===== src/rtl/branch_ctrl.sv =====
// Branch controller: target lookup table, return-address stack and halt latch.
// branch/branch_adr/Halt are combinational from the strobes and the registered state;
// the table, stack, occupancy, error flag and halt latch update on the clock edge.
module branch_ctrl #(
    parameter int unsigned STACK_DEPTH = 4,
    parameter int unsigned LUT_ENTRIES = 32
) (
    input  logic       CLK,
    input  logic       Reset,
    input  logic [7:0] PC,
    input  logic       op_jmp,
    input  logic       op_bz,
    input  logic       op_bnz,
    input  logic       op_call,
    input  logic       op_ret,
    input  logic       op_halt,
    input  logic       zero,
    input  logic [4:0] tgt_idx,
    input  logic       lut_we,
    input  logic [4:0] lut_waddr,
    input  logic [7:0] lut_wdata,
    output logic       branch,
    output logic [7:0] branch_adr,
    output logic       Halt,
    output logic       stack_err,
    output logic [3:0] depth
);

    localparam int unsigned IdxW     = $clog2(STACK_DEPTH);
    localparam logic [3:0]  DepthMax = 4'(STACK_DEPTH);

    logic [7:0] lut_q   [LUT_ENTRIES];
    logic [7:0] stack_q [STACK_DEPTH];
    logic [3:0] depth_q;
    logic       stack_err_q;
    logic       halt_q;

    logic [3:0]      top_ptr;
    logic [IdxW-1:0] push_idx;
    logic [IdxW-1:0] pop_idx;
    logic [7:0]      ret_adr;
    logic [7:0]      lut_rdata;
    logic            unused_ptr_bits;

    logic do_push;
    logic do_pop;
    logic set_err;
    logic set_halt;

    assign top_ptr         = depth_q - 4'd1;
    assign push_idx        = depth_q[IdxW-1:0];
    assign pop_idx         = top_ptr[IdxW-1:0];
    assign unused_ptr_bits = ^top_ptr[3:IdxW];
    // Return address wraps naturally in 8 bits (PC=255 pushes 0).
    assign ret_adr         = PC + 8'd1;
    // Reads see the pre-edge contents, so a same-cycle write returns the old value.
    assign lut_rdata       = lut_q[tgt_idx];

    assign stack_err = stack_err_q;
    assign depth     = depth_q;

    // Priority decode: halt > ret > call > jmp > bz > bnz; reset forces outputs low.
    always_comb begin
        branch     = 1'b0;
        branch_adr = 8'h00;
        Halt       = 1'b0;
        do_push    = 1'b0;
        do_pop     = 1'b0;
        set_err    = 1'b0;
        set_halt   = 1'b0;
        if (Reset) begin
            Halt = 1'b0;
        end else if (halt_q) begin
            Halt = 1'b1;
        end else if (op_halt) begin
            Halt     = 1'b1;
            set_halt = 1'b1;
        end else if (op_ret) begin
            if (depth_q != 4'd0) begin
                branch     = 1'b1;
                branch_adr = stack_q[pop_idx];
                do_pop     = 1'b1;
            end else begin
                set_err  = 1'b1;
                set_halt = 1'b1;
            end
        end else if (op_call) begin
            if (depth_q < DepthMax) begin
                branch     = 1'b1;
                branch_adr = lut_rdata;
                do_push    = 1'b1;
            end else begin
                set_err  = 1'b1;
                set_halt = 1'b1;
            end
        end else if (op_jmp) begin
            branch     = 1'b1;
            branch_adr = lut_rdata;
        end else if (op_bz) begin
            branch     = zero;
            branch_adr = lut_rdata;
        end else if (op_bnz) begin
            branch     = ~zero;
            branch_adr = lut_rdata;
        end
    end

    // State update: table writes always apply; stack/flags only move when not halted.
    always_ff @(posedge CLK or posedge Reset) begin
        if (Reset) begin
            for (int i = 0; i < int'(LUT_ENTRIES); i++) begin
                lut_q[i] <= 8'h00;
            end
            for (int i = 0; i < int'(STACK_DEPTH); i++) begin
                stack_q[i] <= 8'h00;
            end
            depth_q     <= 4'd0;
            stack_err_q <= 1'b0;
            halt_q      <= 1'b0;
        end else begin
            if (lut_we) begin
                lut_q[lut_waddr] <= lut_wdata;
            end
            if (do_push) begin
                stack_q[push_idx] <= ret_adr;
                depth_q           <= depth_q + 4'd1;
            end else if (do_pop) begin
                depth_q <= depth_q - 4'd1;
            end
            if (set_err) begin
                stack_err_q <= 1'b1;
            end
            if (set_halt) begin
                halt_q <= 1'b1;
            end
        end
    end

endmodule


===== config.mk =====
export PLATFORM = sky130hd
export DESIGN_NAME = branch_ctrl
export DESIGN_NICKNAME = d
export VERILOG_FILES = /design/src/rtl/branch_ctrl.sv
export SDC_FILE = /design/constraint.sdc
export NUM_CORES = 1
export LEC_CHECK = 0
export BUFFER_PORTS_ARGS = -buffer_cell sky130_fd_sc_hd__buf_2
export CAP_MARGIN = 5
export CORE_MARGIN = 5
export CORE_UTILIZATION = 35
export DETAILED_ROUTE_END_ITERATION = 10
export REMOVE_ABC_BUFFERS = 1
export SYNTH_ARGS = -nofsm -noshare
export SYNTH_HDL_FRONTEND = slang
export SYNTH_SLANG_ARGS = --single-unit
export TNS_END_PERCENT = 50

===== constraint.sdc =====
create_clock -name CLK -period 11 [get_ports CLK]
set_clock_uncertainty 0.1 [all_clocks]
set_input_delay 0.55 -clock CLK [delete_from_list [all_inputs] [get_ports CLK]]
set_output_delay 0.55 -clock CLK [all_outputs]
set_load 0.02 [all_outputs]

==> impl_metrics.yaml <==
sta:
  tightest_slew_ns: 1.15
  fin_setup_tns_ns: 0
  layout_min_cycle_time_ns: 3.95
  timing.fmax_mhz: 253
  hold_viol_final: 0
  finalSetupViolCount: 0
  drv_slew: 0
  relSlewSlack_pct: 22.9
  rsz0062_at_grt: "no"
  finalCritPeriodShare_pct: 35.9
logic_synthesis:
  ys.flop_type: "dfrtp_1"
  synth_cell_types: 47
  netlist.area_leader.share_pct: 53.6
  synth_area_leaders: "dfrtp_1 (54%), mux2_2 (22%), mux4_2 (10%), nand2_1 (1.8%), mux4_1 (1.7%)"
  seq_area_frac_synth_pct: 53.6
  async_reset_ff_share_pct: 100
  synth-seq-cells: 294
  synth_area_per_cell_um2: 14.7
  ys_warn_count: 0
  synth-edff-count: 0
  synth_top_cell_by_area: "dfrtp_1"
  syn_inst: 934
  syn_area_um2: 13700
cts:
  post_cts_buffers: 0
  cts_tree: "done"
  ctsHoldBuffers: 0
  numCtsBuffers: 34
  cts_resized: 0
  htree_levels: 2
  insertion_delay_ns: 0.50
  cts_root_buffer: "clkbuf_16"
  cts.reportedPaths.clkPinSlew_ns: 0.06
  clockBufferDepth: 3
  numClockSinks: 294
cells_and_area:
  fill_cells: 3619
  num_antenna_cells: 0
  regArea_um2: 7360
  nNetsFinal: 1009
  final_common_cell: "dfrtp_1"
  fin_cells: 1505
  synthToLayoutAreaGrowth_pct: 12.9
  multi_input_area_um2: 6100
  final_cell_mix: "dfrtp_1 (294), mux2_2 (270), nand2_1 (67)"
  drive_gt1_share_pct: 45.9
floorplanning:
  fp.dieW_um: 208
  fp.coreArea_um2: 38700
  start_util_pct: 35.5
  row_count: 72
  design.portCount: 51
  die_h_um: 208
  die-area_um2: 43300
setup_path:
  crit_path_end: "branch_adr[1]"
  r2r_end: "depth[1]"
  start_kind: "register"
  crit_start: "depth[0]"
  cp.required_ns: 10.35
  critPathKind: "register to output port"
  rr_worst_depth: 6
  crit_path_max_fanout: 14
  r2r-start: "depth[0]"
  endpoint_kind: "output port"
  worst-r2r-setup-slack_ns: 8.36
  arrival_ns: 3.30
detailed_routing:
  routed_wl_mm: 33.3
  vias: 7838
  wire_per_inst_um: 22.1
  drt-initial-drc-count: 519
  drc: 0
  ant_nets: 0
  firstDrtPassIters: 4
  viasPerCell: 5.21
grt:
  antenna_found_initial: 3
  grt_start_max_net_pins: 165
  grt_pass1_wl_mm: 52.2
  track_usage_pct: 15.4
  grt.overflow.total: 0
  grt_pass1_vias: 8300
hold_path:
  holdCritPathClass: "input pin to asynchronous set/reset pin"
place:
  dp.cells: 1449
  place_congestion: 0.790
  hpwlAfterDp_mm: 21.0
  port_buffers: 50
run:
  cap_violations: 0
power:
  leakagePower_nw: 6.92
  vdd.ir_drop.worst_mv: 0.0792
  p_per_area_nw_per_um2: 186
run_status:
  outcome: "completed"
## per-layer routing
layer	vias to the layer above	track usage, %	routed length [um]	share of wire (%)
met2	134	25.0	15800	47
met1	4147	22.2	15300	46
met3	32	2.67	1810	5.4
met5	-	0	24	0.072
li1	3519	-	-	-
met4	6	2.58	327	0.98
## report_power, final
group | switching [mW] | internal, mW | total [mW]
combinational | 0.179 | 0.261 | 0.440
clock | 0.427 | 0.656 | 1.08
sequential | 0.0965 | 1.27 | 1.37
total | 0.702 | 2.19 | 2.89
## logic make-up (layout without fill, tap and decap cells)
group                      after synthesis  after routing  synth area share, %
muxes                                  362            362                 35.5
buffers and inverters                   63            116                 2.05
xor gates and xnor gates                 9              9                0.574
and+or+nand+nor                        139            139                 5.08
adders and majority gates                6              6                0.547
AOI/OAI and AO/OA                       61             61                 2.72
DFF                                    294            294                 53.6
## metrics by stage
stage	worst slack [ns]	cell area [um2]	utilization [%]	total power, mW	hold slack (ns)
floorplan	2.23	13500	-	1.69	0.345
global placement	7.10	14400	37.3	1.81	0.350
detailed placement	7.06	14400	37.3	1.83	0.354
CTS	6.98	15500	40.0	2.93	0.204
global route	6.82	15500	40.0	3.03	0.229
finish	7.05	15500	40.0	2.89	0.169
## state kept, by name, summed over array words and instances, names as in the netlist
| name | cells |
|---|---|
| depth | 4 |
| halt_q | 1 |
| stack_q | 32 |
| lut_q | 256 |
| stack_err | 1 |
## critical path: stages, from the launching register on
cell	delay, ns
dfrtp_1	0.83
inv_1	0.20
ha_1	0.65
mux4_2	0.44
a32oi_1	0.18
o21ai_1	0.14
a21o_1	0.19
buf_2	0.16
## worst min-delay path by stage
stage | from | to | slack (ns) | depth (start not counted)
2_1_floorplan | stack_q[16] | stack_q[16] | 0.34 | 2
3_3_place_gp | stack_err | stack_err | 0.35 | 1
3_5_place_dp | stack_err | stack_err | 0.35 | 1
4_1_cts | PC[0] | stack_q[24] | 0.20 | 2
5_1_grt | PC[0] | stack_q[0] | 0.23 | 2
6_report | Reset | halt_q | 0.17 | 2
## Yosys cell counts, types with 7 or more instances
master / number
o21ai_0: 32
nand3_1: 7
dfrtp_1: 294
a22oi_1: 8
mux2i_1: 22
mux4_2: 61
nor2_2: 8
clkbuf_1: 37
buf_2: 12
o211ai_1: 7
mux4_1: 9
mux2_2: 270
nor2_1: 22
nand2_1: 67
## cell type report
cell class | instances | share of cell area (%)
Clock buffer | 49 | 6.50
Sequential cell | 294 | 47.5
Timing Repair Buffer | 55 | 1.95
Clock inverter | 7 | 0.412
Inverter | 5 | 0.169
Multi-Input combinational cell | 577 | 39.3
Tap cell | 518 | 4.18
Note: power is estimated with default switching activity, not from simulation.
